--- src/rtl/pygmy_pkg.sv ---
// rtl/pygmy_pkg.sv - shared decode constants, ALU opcode encoding and control bundle type
// Contents:
//   alu_op_e          ALU operation encoding, shared with the execute-stage ALU
//   OPC_*             RV32I major opcodes accepted by decode
//   MEM_HB_*          memory access size encoding on mem_hb
//   FUNCT7_*          funct7 values that qualify OP / shift-immediate forms
//   ctrl_t            control half of the ID/EX bundle
//   ctrl_bubble()     control bundle of a pipeline bubble
//   alu_op_from_funct3()  funct3 (+ alternate bit) to ALU operation

package pygmy_pkg;

    typedef enum logic [3:0] {
        ALU_ADD  = 4'd0,
        ALU_SUB  = 4'd1,
        ALU_SLL  = 4'd2,
        ALU_SLT  = 4'd3,
        ALU_SLTU = 4'd4,
        ALU_XOR  = 4'd5,
        ALU_SRL  = 4'd6,
        ALU_SRA  = 4'd7,
        ALU_OR   = 4'd8,
        ALU_AND  = 4'd9
    } alu_op_e;

    localparam logic [6:0] OPC_OP     = 7'b0110011;
    localparam logic [6:0] OPC_OP_IMM = 7'b0010011;
    localparam logic [6:0] OPC_LOAD   = 7'b0000011;
    localparam logic [6:0] OPC_STORE  = 7'b0100011;
    localparam logic [6:0] OPC_LUI    = 7'b0110111;

    localparam logic [1:0] MEM_HB_BYTE = 2'b00;
    localparam logic [1:0] MEM_HB_HALF = 2'b01;
    localparam logic [1:0] MEM_HB_WORD = 2'b10;

    localparam logic [6:0] FUNCT7_BASE = 7'b0000000;
    localparam logic [6:0] FUNCT7_ALT  = 7'b0100000;

    typedef struct packed {
        alu_op_e    alu_opcode;
        logic       alu_src;
        logic       reg_we;
        logic       mem_we;
        logic       mem_re;
        logic [1:0] mem_hb;
        logic       mem_ul;
        logic       illegal;
    } ctrl_t;

    function automatic ctrl_t ctrl_bubble();
        ctrl_t c;
        c.alu_opcode = ALU_ADD;
        c.alu_src    = 1'b0;
        c.reg_we     = 1'b0;
        c.mem_we     = 1'b0;
        c.mem_re     = 1'b0;
        c.mem_hb     = 2'b00;
        c.mem_ul     = 1'b0;
        c.illegal    = 1'b0;
        return c;
    endfunction

    // alt selects SUB for funct3=000 and SRA for funct3=101; callers only
    // set it for encodings where funct7[5] is meaningful.
    function automatic alu_op_e alu_op_from_funct3(input logic [2:0] funct3, input logic alt);
        alu_op_e op;
        unique case (funct3)
            3'b000:  op = alt ? ALU_SUB : ALU_ADD;
            3'b001:  op = ALU_SLL;
            3'b010:  op = ALU_SLT;
            3'b011:  op = ALU_SLTU;
            3'b100:  op = ALU_XOR;
            3'b101:  op = alt ? ALU_SRA : ALU_SRL;
            3'b110:  op = ALU_OR;
            default: op = ALU_AND;
        endcase
        return op;
    endfunction

endpackage

--- src/rtl/regfile.sv ---
// rtl/regfile.sv - architectural register file, 2 read / 1 write, x0 hardwired, write-to-read bypass
// Ports:
//   clk_i                 clock (no reset: contents survive pipeline reset)
//   we_i, wptr_i, wdata_i write port; writes to x0 are dropped
//   rptr_a_i, rptr_b_i    combinational read indices
//   rdata_a_o, rdata_b_o  read data; 0 for x0, wdata_i when the same-cycle write targets the index

module regfile #(
    parameter int XLEN  = 32,
    parameter int NREGS = 32
) (
    input  logic            clk_i,
    input  logic            we_i,
    input  logic [4:0]      wptr_i,
    input  logic [XLEN-1:0] wdata_i,
    input  logic [4:0]      rptr_a_i,
    input  logic [4:0]      rptr_b_i,
    output logic [XLEN-1:0] rdata_a_o,
    output logic [XLEN-1:0] rdata_b_o
);

    logic [XLEN-1:0] mem [NREGS];
    logic            write_live;

    // A write is only architecturally visible when it targets a real register.
    assign write_live = we_i && (wptr_i != 5'd0);

    always_ff @(posedge clk_i) begin
        if (write_live) begin
            mem[wptr_i] <= wdata_i;
        end
    end

    always_comb begin
        rdata_a_o = mem[rptr_a_i];
        if (rptr_a_i == 5'd0) begin
            rdata_a_o = '0;
        end else if (write_live && (wptr_i == rptr_a_i)) begin
            rdata_a_o = wdata_i;
        end
    end

    always_comb begin
        rdata_b_o = mem[rptr_b_i];
        if (rptr_b_i == 5'd0) begin
            rdata_b_o = '0;
        end else if (write_live && (wptr_i == rptr_b_i)) begin
            rdata_b_o = wdata_i;
        end
    end

endmodule

--- src/rtl/decode_stage.sv ---
// rtl/decode_stage.sv - RV32I decode, register file and ID/EX pipeline register
// Ports:
//   clk_i, rst_i                 clock, synchronous active-high reset (ID/EX only)
//   instr_i, instr_valid_i       fetched instruction and its qualifier
//   stall_i, flush_i             hold / bubble the ID/EX register (flush wins)
//   wb_data_i, wb_ptr_i, wb_we_i writeback from execute into the register file
//   rd_ptr_o, rs1_o, rs2_o, imm_o  registered operands
//   alu_opcode_o, alu_src_o, reg_we_o, mem_we_o, mem_re_o, mem_hb_o, mem_ul_o, illegal_o
//                                registered control bundle

module decode_stage
    import pygmy_pkg::*;
#(
    parameter int XLEN  = 32,
    parameter int NREGS = 32
) (
    input  logic            clk_i,
    input  logic            rst_i,
    input  logic [31:0]     instr_i,
    input  logic            instr_valid_i,
    input  logic            stall_i,
    input  logic            flush_i,
    input  logic [XLEN-1:0] wb_data_i,
    input  logic [4:0]      wb_ptr_i,
    input  logic            wb_we_i,
    output logic [4:0]      rd_ptr_o,
    output logic [XLEN-1:0] rs1_o,
    output logic [XLEN-1:0] rs2_o,
    output logic [XLEN-1:0] imm_o,
    output logic [3:0]      alu_opcode_o,
    output logic            alu_src_o,
    output logic            reg_we_o,
    output logic            mem_we_o,
    output logic            mem_re_o,
    output logic [1:0]      mem_hb_o,
    output logic            mem_ul_o,
    output logic            illegal_o
);

    logic [6:0] opcode;
    logic [4:0] rd_idx;
    logic [2:0] funct3;
    logic [4:0] rs1_idx;
    logic [4:0] rs2_idx;
    logic [6:0] funct7;

    assign opcode  = instr_i[6:0];
    assign rd_idx  = instr_i[11:7];
    assign funct3  = instr_i[14:12];
    assign rs1_idx = instr_i[19:15];
    assign rs2_idx = instr_i[24:20];
    assign funct7  = instr_i[31:25];

    logic [XLEN-1:0] rf_rdata_a;
    logic [XLEN-1:0] rf_rdata_b;

    regfile #(
        .XLEN  (XLEN),
        .NREGS (NREGS)
    ) u_regfile (
        .clk_i     (clk_i),
        .we_i      (wb_we_i),
        .wptr_i    (wb_ptr_i),
        .wdata_i   (wb_data_i),
        .rptr_a_i  (rs1_idx),
        .rptr_b_i  (rs2_idx),
        .rdata_a_o (rf_rdata_a),
        .rdata_b_o (rf_rdata_b)
    );

    logic [31:0] imm_i_type;
    logic [31:0] imm_s_type;
    logic [31:0] imm_u_type;
    logic [31:0] imm_shamt;

    assign imm_i_type = {{20{instr_i[31]}}, instr_i[31:20]};
    assign imm_s_type = {{20{instr_i[31]}}, instr_i[31:25], instr_i[11:7]};
    assign imm_u_type = {instr_i[31:12], 12'b0};
    assign imm_shamt  = {27'b0, instr_i[24:20]};

    ctrl_t       dec_ctrl;
    logic [31:0] dec_imm32;
    logic        dec_illegal;
    logic        dec_rs1_zero;

    always_comb begin
        dec_ctrl     = ctrl_bubble();
        dec_imm32    = '0;
        dec_illegal  = 1'b0;
        dec_rs1_zero = 1'b0;

        unique case (opcode)
            OPC_OP: begin
                dec_ctrl.reg_we = 1'b1;
                if (funct7 == FUNCT7_BASE) begin
                    dec_ctrl.alu_opcode = alu_op_from_funct3(funct3, 1'b0);
                end else if ((funct7 == FUNCT7_ALT) && ((funct3 == 3'b000) || (funct3 == 3'b101))) begin
                    dec_ctrl.alu_opcode = alu_op_from_funct3(funct3, 1'b1);
                end else begin
                    dec_illegal = 1'b1;
                end
            end
            OPC_OP_IMM: begin
                dec_ctrl.alu_src = 1'b1;
                dec_ctrl.reg_we  = 1'b1;
                dec_imm32        = imm_i_type;
                if (funct3 == 3'b001) begin
                    // Shift-immediates carry funct7 in the upper immediate bits.
                    dec_imm32           = imm_shamt;
                    dec_ctrl.alu_opcode = ALU_SLL;
                    dec_illegal         = (funct7 != FUNCT7_BASE);
                end else if (funct3 == 3'b101) begin
                    dec_imm32 = imm_shamt;
                    if (funct7 == FUNCT7_BASE) begin
                        dec_ctrl.alu_opcode = ALU_SRL;
                    end else if (funct7 == FUNCT7_ALT) begin
                        dec_ctrl.alu_opcode = ALU_SRA;
                    end else begin
                        dec_illegal = 1'b1;
                    end
                end else begin
                    // funct3=000 is always ADDI here: there is no SUBI.
                    dec_ctrl.alu_opcode = alu_op_from_funct3(funct3, 1'b0);
                end
            end
            OPC_LOAD: begin
                dec_ctrl.alu_src = 1'b1;
                dec_ctrl.reg_we  = 1'b1;
                dec_ctrl.mem_re  = 1'b1;
                dec_ctrl.mem_ul  = funct3[2];
                dec_imm32        = imm_i_type;
                unique case (funct3[1:0])
                    2'b00:   dec_ctrl.mem_hb = MEM_HB_BYTE;
                    2'b01:   dec_ctrl.mem_hb = MEM_HB_HALF;
                    2'b10: begin
                        dec_ctrl.mem_hb = MEM_HB_WORD;
                        // No unsigned word load on RV32.
                        dec_illegal     = funct3[2];
                    end
                    default: dec_illegal = 1'b1;
                endcase
            end
            OPC_STORE: begin
                dec_ctrl.alu_src = 1'b1;
                dec_ctrl.mem_we  = 1'b1;
                dec_imm32        = imm_s_type;
                dec_illegal      = funct3[2];
                unique case (funct3[1:0])
                    2'b00:   dec_ctrl.mem_hb = MEM_HB_BYTE;
                    2'b01:   dec_ctrl.mem_hb = MEM_HB_HALF;
                    2'b10:   dec_ctrl.mem_hb = MEM_HB_WORD;
                    default: dec_illegal     = 1'b1;
                endcase
            end
            OPC_LUI: begin
                // Executed as 0 + imm so the ALU needs no pass-through op.
                dec_ctrl.alu_src = 1'b1;
                dec_ctrl.reg_we  = 1'b1;
                dec_imm32        = imm_u_type;
                dec_rs1_zero     = 1'b1;
            end
            default: dec_illegal = 1'b1;
        endcase

        if (rd_idx == 5'd0) begin
            dec_ctrl.reg_we = 1'b0;
        end

        if (dec_illegal) begin
            dec_ctrl         = ctrl_bubble();
            dec_ctrl.illegal = 1'b1;
            dec_imm32        = '0;
        end
    end

    logic [4:0]      dec_rd;
    logic [XLEN-1:0] dec_rs1;
    logic [XLEN-1:0] dec_rs2;
    logic [XLEN-1:0] dec_imm;

    assign dec_rd  = dec_illegal ? 5'd0 : rd_idx;
    assign dec_rs1 = (dec_illegal || dec_rs1_zero) ? '0 : rf_rdata_a;
    assign dec_rs2 = dec_illegal ? '0 : rf_rdata_b;
    assign dec_imm = XLEN'($signed(dec_imm32));

    ctrl_t           q_ctrl;
    logic [4:0]      q_rd;
    logic [XLEN-1:0] q_rs1;
    logic [XLEN-1:0] q_rs2;
    logic [XLEN-1:0] q_imm;

    always_ff @(posedge clk_i) begin
        if (rst_i || flush_i) begin
            q_ctrl <= ctrl_bubble();
            q_rd   <= '0;
            q_rs1  <= '0;
            q_rs2  <= '0;
            q_imm  <= '0;
        end else if (stall_i) begin
            q_ctrl <= q_ctrl;
            q_rd   <= q_rd;
            q_rs1  <= q_rs1;
            q_rs2  <= q_rs2;
            q_imm  <= q_imm;
        end else if (!instr_valid_i) begin
            q_ctrl <= ctrl_bubble();
            q_rd   <= '0;
            q_rs1  <= '0;
            q_rs2  <= '0;
            q_imm  <= '0;
        end else begin
            q_ctrl <= dec_ctrl;
            q_rd   <= dec_rd;
            q_rs1  <= dec_rs1;
            q_rs2  <= dec_rs2;
            q_imm  <= dec_imm;
        end
    end

    assign rd_ptr_o     = q_rd;
    assign rs1_o        = q_rs1;
    assign rs2_o        = q_rs2;
    assign imm_o        = q_imm;
    assign alu_opcode_o = q_ctrl.alu_opcode;
    assign alu_src_o    = q_ctrl.alu_src;
    assign reg_we_o     = q_ctrl.reg_we;
    assign mem_we_o     = q_ctrl.mem_we;
    assign mem_re_o     = q_ctrl.mem_re;
    assign mem_hb_o     = q_ctrl.mem_hb;
    assign mem_ul_o     = q_ctrl.mem_ul;
    assign illegal_o    = q_ctrl.illegal;

endmodule

--- config.mk ---
export PLATFORM = sky130hd
export DESIGN_NAME = decode_stage
export DESIGN_NICKNAME = d
export VERILOG_FILES = /design/src/rtl/pygmy_pkg.sv /design/src/rtl/regfile.sv /design/src/rtl/decode_stage.sv
export SDC_FILE = /design/constraint.sdc
export NUM_CORES = 1
export LEC_CHECK = 0
export BUFFER_PORTS_ARGS = -buffer_cell sky130_fd_sc_hd__buf_4
export CAP_MARGIN = 20
export CORE_MARGIN = 3
export CORE_UTILIZATION = 35
export DETAILED_ROUTE_END_ITERATION = 8
export HOLD_SLACK_MARGIN = 0.06
export PLACE_DENSITY_LB_ADDON = 0.08
export SETUP_SLACK_MARGIN = 0.5
export SLEW_MARGIN = 25
export SYNTH_ARGS = -nofsm -noshare
export SYNTH_HDL_FRONTEND = slang
export SYNTH_SLANG_ARGS = --single-unit
export TNS_END_PERCENT = 20
--- constraint.sdc ---
create_clock -name clk_i -period 2.8 [get_ports clk_i]
set_input_delay 0 -clock clk_i [delete_from_list [all_inputs] [get_ports clk_i]]
set_output_delay 0 -clock clk_i [all_outputs]
set_load 0.1 [all_outputs]
==> results by group, run 1 <==
Outcome
  – Status: completed

Timing
  – FMAX: 440 MHz
  – Worst-margin pin slew: 1070 ps
  – Worst Clk Skew: 27.2 ps
  – Final count of pins violating max slew: 0
  – Setup Viol. Count Final: 0
  – Final worst setup slack: 529 ps
  – Final hold violation count: 0
  – Sum Neg Setup Slack: 0 ps
  – Fin crit share: 0.811
  – Final min period: 2270 ps
  – Unrepaired setup endpoints after global routing: no
  – Max_slew headroom: 0.285

Synth
  – Largest cells by area after synthesis: edfxtp_1 (61%), mux4_2 (22%), dfxtp_1 (4.5%)
  – Area share of the leading cell type in the synthesized netlist: 0.609
  – Post-synth cell types: 70
  – Seq/Total Area, Yosys: 0.654
  – Commonest cells post-synth: edfxtp_1 (1024), mux4_2 (492), o22ai_1 (236)
  – Most common flop cell mapped by yosys: edfxtp_1
  – Post-Syn Area per Cell: 18.6 um^2
  – Synthesized area: 50500 um^2
  – Gate Count Post-Synth: 2714
  – Yosys reg bits: 1137
  – Asr flop ratio synth: 0
  – Most common cell in the synthesized netlist: edfxtp_1
  – YS warnings: 0
  – Synth area leader: edfxtp_1
  – Number of flops mapped to enable cells by yosys: 1024

Place
  – Pre-CTS setup slack: 352 ps
  – RD Place Congestion: 0.801
  – Placed wire-length estimate: 101 mm
  – I/O Buffers: 187
  – Dpl cell area: 55600 um^2

Power
  – Internal power: 30.4 mW
  – Logic pwr share: 0.075
  – NetSw: 8.56 mW
  – Leak Pwr: 19.5 nW
  – Pwr Density: 639 nW/um^2
  – Peak VDD IR: 0.000509 V
  – Switching Share: 0.220
  – Clock Power Share: 0.442
  – Share of power burned in registers: 0.483
  – Final Power: 38.9 mW

Setup path
  – RR Endpoint: rs2_o[2]$_SDFFE_PP0N_
  – Worst setup path class: in -> reg
  – Setup crit start kind: input port
  – Reg2reg path depth: 5
  – Reg-to-reg slack, setup: 740 ps
  – Setup crit end kind: register
  – CP Max Fanout: 38
  – Required time worst endpoint: 3500 ps
  – CP Data Arrival Time: 2970 ps
  – FF-to-FF Start: u_regfile.mem[19][2]$_DFFE_PP_

Finish
  – Fin area: 60900 um^2
  – Fillers: 12400
  – Nets@finish: 3173
  – Layout cells sized above 1: 0.336
  – Synth-to-Final Area Change: 20.6%

Clocking
  – Bufs on Longest Clock Path: 3
  – Post-CTS Setup Inserts: 0
  – Clock latency on the worst-skew pair: 760 ps
  – CTS Buf Count: 131
  – Clock sinks: 1137
  – CTS tree: built
  – Root buf cell: clkbuf_16
  – Clock slew at reported path FFs: 60 ps
  – CTS H-tree lvls: 4

Min path
  – Hold Path Stages: 4
  – Hold WC Path Type: in -> reg
  – Hold EP: reg_we_o$_SDFFE_PP0N_
  – Min-Delay Startpoint: instr_i[11]

Route
  – Starting DRT DRC Count: 3371
  – Drt pass-1 iters: 6
  – DRC violations left: 0
  – Vias per inst: 6.08
  – Detailed Route WL: 177 mm
  – Routed length per instance: 34.7 um
  – Antenna Nets Post-Route: 0
  – Via Count: 31000

Global route
  – Antenna violations before repair: 6
  – Largest net degree at the start of global routing: 63
  – Grt ovf: 0
  – Vias in the first global route: 31800
  – Gr usage total: 0.236
  – First-pass GRT wire length: 246 mm

Job
  – Max Cap Viol: 0

Floorplanning
  – Starting Density: 0.354
  – Full die area: 149000 um^2
  – Die Span Y: 386 um
  – Ports: 188
  – Core Area: 142000 um^2
  – Std-Cell Rows: 138
  – Die width: 386 um
-- critical path: stages --
cell,delay (ps)
dlygate4sd3_1,580
buf_8,430
buf_4,410
mux4_2,270
o22ai_1,80
nor4_1,790
buf_4,230
a32oi_1,50
nand2_1,90
-- layout by cell type (no fill, tap or decap), drive strengths merged, types with 32 or more instances in the layout --
| cell | instances |
|---|---|
| clkbuf | 186 |
| mux2i | 41 |
| o21ai | 59 |
| dlygate4sd3 | 104 |
| a21oi | 34 |
| nand2 | 115 |
| edfxtp | 1024 |
| mux4 | 492 |
| clkinv | 34 |
| o22ai | 236 |
| a32oi | 61 |
| dfxtp | 113 |
| nor4 | 40 |
| buf | 342 |
| conb | 32 |
| nor2 | 66 |
-- stage by stage --
stage / std cells / utilization / hold WS (ps)
global route: 5092 / 0.428 / 124
finish: 5093 / 0.428 / 121
global placement: 4751 / 0.390 / 243
CTS: 5092 / 0.427 / 60.5
detailed placement: 4751 / 0.390 / 247
floorplan: 2745 / - / 98.9
-- layout make-up --
class | count | area, um^2 | area share
flip-flops and latches | 1137 | 33000 | 0.542
multi-input cells | 1374 | 16800 | 0.276
repair buffers | 446 | 4390 | 0.0721
clock buffers | 186 | 3700 | 0.0608
well taps | 1890 | 2360 | 0.0388
clock inverters | 51 | 586 | 0.00962
inverters | 8 | 30.0 | 0.000493
diodes | 1 | 2.50 | 0.0000411
-- how the worst max path moves through the flow --
stage                      startpoint  cells past startpoint                        endpoint
after global routing       instr_i[3]                      9        mem_hb_o[0]$_SDFFE_PP0N_
after CTS                 instr_i[25]                     11        rd_ptr_o[3]$_SDFFE_PP0N_
after detailed placement  instr_i[25]                      7          rs2_o[18]$_SDFFE_PP0N_
final                     instr_i[17]                      9          rs1_o[30]$_SDFFE_PP0N_
after global placement    instr_i[25]                      7          rs2_o[21]$_SDFFE_PP0N_
after floorplan           wb_ptr_i[3]                      3  u_regfile.mem[19][0]$_DFFE_PP_
-- cells by family (layout without fill, tap and decap cells) --
family,after synthesis,in the layout,synth area share
mux,536,536,0.228
other cells,1,33,0.0000743
xor+xnor,11,11,0.00191
flops,1137,1137,0.654
simple gates,341,341,0.0346
compound gates,454,454,0.0599
buf+inv,234,691,0.0214
-- registers in the layout, summed over array words and instances (netlist names) --
signal,cells
mem_hb_o,2
illegal_o,1
rd_ptr_o,5
imm_o,32
alu_opcode_o,4
mem_re_o,1
mem_ul_o,1
reg_we_o,1
rs1_o,32
rs2_o,32
u_regfile.mem,1024
alu_src_o,1
mem_we_o,1
-- per-layer routing --
| metal | global-route usage | wire (um) |
|---|---|---|
| met2 | 0.375 | 83600 |
| met4 | 0.0892 | 6540 |
| met1 | 0.319 | 72400 |
| met3 | 0.0518 | 13900 |
| met5 | 0 | 30 |
-- power by group through the flow --
| stage | clock network (mW) | registers [mW] | logic (mW) |
|---|---|---|---|
| detailed placement | 0 | 19.2 | 2.80 |
| finish | 17.2 | 18.8 | 2.90 |
| global placement | 0 | 19.1 | 2.76 |
| CTS | 17.6 | 18.8 | 2.92 |
| floorplan | 0 | 19.1 | 1.65 |
| global route | 18.3 | 18.8 | 3.08 |
-- what timing repair did --
| item | in CTS | in global routing |
|---|---|---|
| setup endpoints to repair | 0 | 31 |
| hold endpoints to repair | 1171 | 0 |
| hold buffers | 104 | 0 |
| gates resized for setup | 0 | 3 |
Note: power is estimated with default switching activity, not from simulation.
==> inputs of run 2 (changes only) <==
--- a/config.mk
+++ b/config.mk
@@ -5,6 +5,7 @@
 export SDC_FILE = /design/constraint.sdc
 export NUM_CORES = 1
 export LEC_CHECK = 0
+export ABC_AREA = 1
 export BUFFER_PORTS_ARGS = -buffer_cell sky130_fd_sc_hd__buf_4
 export CAP_MARGIN = 20
 export CORE_MARGIN = 3
==> constraint.sdc (replaced) <==
create_clock -name clk_i -period 2.2 [get_ports clk_i]
set_input_delay 0 -clock clk_i [delete_from_list [all_inputs] [get_ports clk_i]]
set_output_delay 0 -clock clk_i [all_outputs]
set_load 0.1 [all_outputs]
==> run 2 against run 1 <==
Compared with the run above: cell count grew 87%; first-iteration DRC count increased by 79%; power rose by 36%; register-to-register slack worse by 250 ps; sequential share of layout area down 7.4 points; worst setup slack worse by 94 ps; via count is 67% higher.
==> results by group, run 2 <==
Outcome
  – Status: completed

Setup path
  – FF-to-FF Start: u_regfile.mem[12][6]$_DFFE_PP_
  – Setup crit end kind: register
  – RR Endpoint: rs1_o[6]$_SDFFE_PP0N_
  – CP Data Arrival Time: 2470 ps (-500 ps)
  – Required time worst endpoint: 2910 ps (-590 ps)
  – Setup crit start kind: input port
  – Reg-to-reg slack, setup: 490 ps (-250 ps)
  – CP Max Fanout: 20 (-47%)
  – Reg2reg path depth: 10 (+5)
  – Worst setup path class: in -> reg

Floorplanning
  – Starting Density: 0.353 (-0.00171)
  – Std-Cell Rows: 149 (+8.0%)
  – Core Area: 165000 um^2 (+16%)
  – Ports: 188 (unchanged)
  – Die Span Y: 414 um (+7.2%)
  – Full die area: 171000 um^2 (+15%)
  – Die width: 414 um (+7.2%)

Min path
  – Min-Delay Startpoint: instr_i[5]
  – Hold EP: alu_opcode_o[3]$_SDFFE_PP0N_
  – Hold WC Path Type: in -> reg
  – Hold Path Stages: 7 (+3)

Synth
  – Post-synth cell types: 33 (-53%)
  – Xor and xnor area share after synthesis: 0.000753 (-0.00116)
  – Largest family of logic cells by synthesized area: simple AND/OR/NAND/NOR gates
  – Synth Area in Adders: 0 (unchanged)
  – Yosys reg bits: 1137 (unchanged)
  – Compound-Gate Fraction of Synth Area: 0.0733 (+0.0134)
  – Post-Synth Simple-Gate Area: 0.281 (+0.246)
  – Most common cell in the synthesized netlist: nand2_1
  – Most common flop cell mapped by yosys: edfxtp_1
  – YS warnings: 0 (unchanged)
  – Asr flop ratio synth: 0 (unchanged)
  – Seq/Total Area, Yosys: 0.567 (-0.0866)
  – Number of flops mapped to enable cells by yosys: 1024 (unchanged)
  – Largest cells by area after synthesis: edfxtp_1 (53%), nand2_1 (15%), nand3_1 (9.8%)
  – Commonest cells post-synth: nand2_1 (2273), nand3_1 (1144), edfxtp_1 (1024)
  – Area share of the leading cell type in the synthesized netlist: 0.528 (-0.0807)
  – Post-Syn Area per Cell: 8.44 um^2 (-55%)
  – Synthesized area: 58200 um^2 (+15%)
  – Gate Count Post-Synth: 6891 (+150%)
  – Multiplexer area fraction after synthesis: 0 (-0.228)
  – Synth area leader: edfxtp_1

Place
  – RD Place Congestion: 0.865 (+7.9%)
  – I/O Buffers: 187 (unchanged)
  – Placed Instances: 9155 (+93%)
  – Pre-CTS setup slack: -9.22 ps (-361 ps)
  – Placed wire-length estimate: 152 mm (+50%)

Power
  – Final Power: 52.8 mW (+36%)
  – Switching Share: 0.258 (+0.0383)
  – Pwr Density: 747 nW/um^2 (+17%)
  – Clock Power Share: 0.437 (-0.005)
  – Internal power: 39.1 mW (+29%)
  – Leak Pwr: 28.7 nW (+47%)
  – Logic pwr share: 0.110 (+0.035)
  – NetSw: 13.6 mW (+59%)
  – Peak VDD IR: 0.000820 V (+61%)
  – Share of power burned in registers: 0.453 (-0.030)

Route
  – Antenna Nets Post-Route: 0 (unchanged)
  – Routed length per instance: 26.5 um (-24%)
  – DRC violations left: 0 (unchanged)
  – Drt pass-1 iters: 8 (+2)
  – Via Count: 51700 (+67%)
  – Detailed Route WL: 253 mm (+43%)
  – Vias per inst: 5.42 (-11%)
  – Starting DRT DRC Count: 6045 (+79%)

Global route
  – First-pass GRT wire length: 355 mm (+44%)
  – Gr usage total: 0.290 (+0.0532)
  – Largest net degree at the start of global routing: 87 (+38%)
  – Vias in the first global route: 48000 (+51%)
  – Grt ovf: 0 (unchanged)
  – Antenna violations before repair: 16 (+10)

Timing
  – Worst-margin pin slew: 1010 ps (-55.6 ps)
  – Worst Clk Skew: 26.8 ps (-0.425 ps)
  – Max_slew headroom: 0.317 (+0.0325)
  – FMAX: 567 MHz
  – Final worst setup slack: 435 ps (-93.9 ps)
  – Final count of pins violating max slew: 0 (unchanged)
  – Setup Viol. Count Final: 0 (unchanged)
  – Final min period: 1760 ps
  – Fin crit share: 0.802
  – Sum Neg Setup Slack: 0 ps (unchanged)
  – Final hold violation count: 0 (unchanged)
  – Unrepaired setup endpoints after global routing: yes

Clocking
  – CTS H-tree lvls: 4 (unchanged)
  – Clock sinks: 1137 (unchanged)
  – Clock slew at reported path FFs: 60 ps (about the same)
  – Bufs on Longest Clock Path: 3 (unchanged)
  – Clock latency on the worst-skew pair: 780 ps (+20 ps)
  – Root buf cell: clkbuf_16
  – CTS Buf Count: 142 (+8.4%)
  – CTS tree: built

Job
  – Max Cap Viol: 0 (unchanged)

Finish
  – Utilization after layout: 0.428 (about the same)
  – Nets@finish: 7297 (+130%)
  – Layout cells sized above 1: 0.125 (-0.211)
  – Largest Register: u_regfile.mem
  – Commonest non-fill, non-tap cell in the layout: nand2_1
  – Max reg flops: 1024 (unchanged)
  – Fillers: 16100 (+30%)
  – Synth-to-Final Area Change: 21.3%
  – Final non-filler cell total: 9528 (+87%)
  – Most frequent cells in the layout: nand2_1 (2265), nand3_1 (1132), edfxtp_1 (1024)
-- run 2: cell types whose count changed after synthesis, sizes merged, moves of 232 or more --
cell / change
nand2: +2159
nand3: +1133
nor2: +290
inv: +623
o22ai: -232
mux4: -492
a21oi: +315
-- run 2: worst max-delay path by stage --
stage | start | end | slack [ps] | depth (start not counted)
detailed placement | instr_i[21] | rs2_o[1]$_SDFFE_PP0N_ | -9 | 7
floorplan | wb_ptr_i[4] | u_regfile.mem[13][0]$_DFFE_PP_ | -10 | 4
global route | u_regfile.mem[12][6]$_DFFE_PP_ | rs1_o[6]$_SDFFE_PP0N_ | 380 | 10
global placement | instr_i[27] | rs2_o[2]$_SDFFE_PP0N_ | -120 | 10
CTS | rs2_o[30]$_SDFFE_PP0N_ | rs2_o[30] | 430 | 1
finish | instr_i[4] | imm_o[26]$_SDFFE_PP0N_ | 440 | 12
-- run 2: layer usage --
layer | global-route usage | up-vias | part of all wire
met5 | 0 | - | 0
met4 | 0.102 | 0 | 0.039
met3 | 0.0457 | 471 | 0.075
met2 | 0.466 | 2334 | 0.46
met1 | 0.396 | 25300 | 0.43
li1 | - | 23600 | -
-- run 2: worst max-delay path: stages --
cell and delay (ps):
buf_4 130, inv_1 70, dlygate4sd3_1 590, nand2_1 80, buf_4 150, o22ai_2 140
dlygate4sd3_1 620, nand2_1 60, buf_4 200, o21ai_0 210, nand2_1 100, a21oi_1 120
-- run 2: kinds of logic (layout without fill, tap and decap cells) --
group	Yosys count	count (layout)
AO/OA/AOI/OAI	755	755
flip-flops	1137	1137
buffers and inverters	1110	1521
XOR/XNOR	5	5
other	1	38
AND/OR/NAND/NOR	3883	3883
-- run 2: cell type report --
class	instances	area [um^2]	area share
Clock buffer	195	4050	0.0574
Timing Repair Buffer	637	6770	0.0958
Tap cell	2189	2740	0.0388
Antenna cell	6	15.0	0.000213
Inverter	629	2400	0.0339
Sequential cell	1137	33000	0.468
Multi-Input combinational cell	4675	21100	0.299
Clock inverter	60	484	0.00686
-- run 2: power groups by stage --
stage / logic, mW / clock network, mW / registers (mW)
finish: 5.80 / 23.1 / 23.9
global route: 6.23 / 24.4 / 23.9
CTS: 5.73 / 23.5 / 23.9
detailed placement: 5.56 / 0 / 24.4
global placement: 5.56 / 0 / 24.4
floorplan: 2.92 / 0 / 24.4
-- run 2: stage by stage --
step | area, um^2 | hold slack (ps)
floorplan | 58400 | 98.9
global placement | 64800 | 278
detailed placement | 64800 | 289
CTS | 70400 | 60.9
global route | 70600 | 90.8
finish | 70600 | 83.3
-- run 2: repair_timing --
action / 4_1_cts / 5_1_grt
gates resized for setup: 5 / 37
setup buffers: 0 / 8
hold buffers: 103 / 3
hold endpoints to repair: 1225 / 7
pin swaps: 1 / 8
endpoints found under the setup margin: 13 / 123
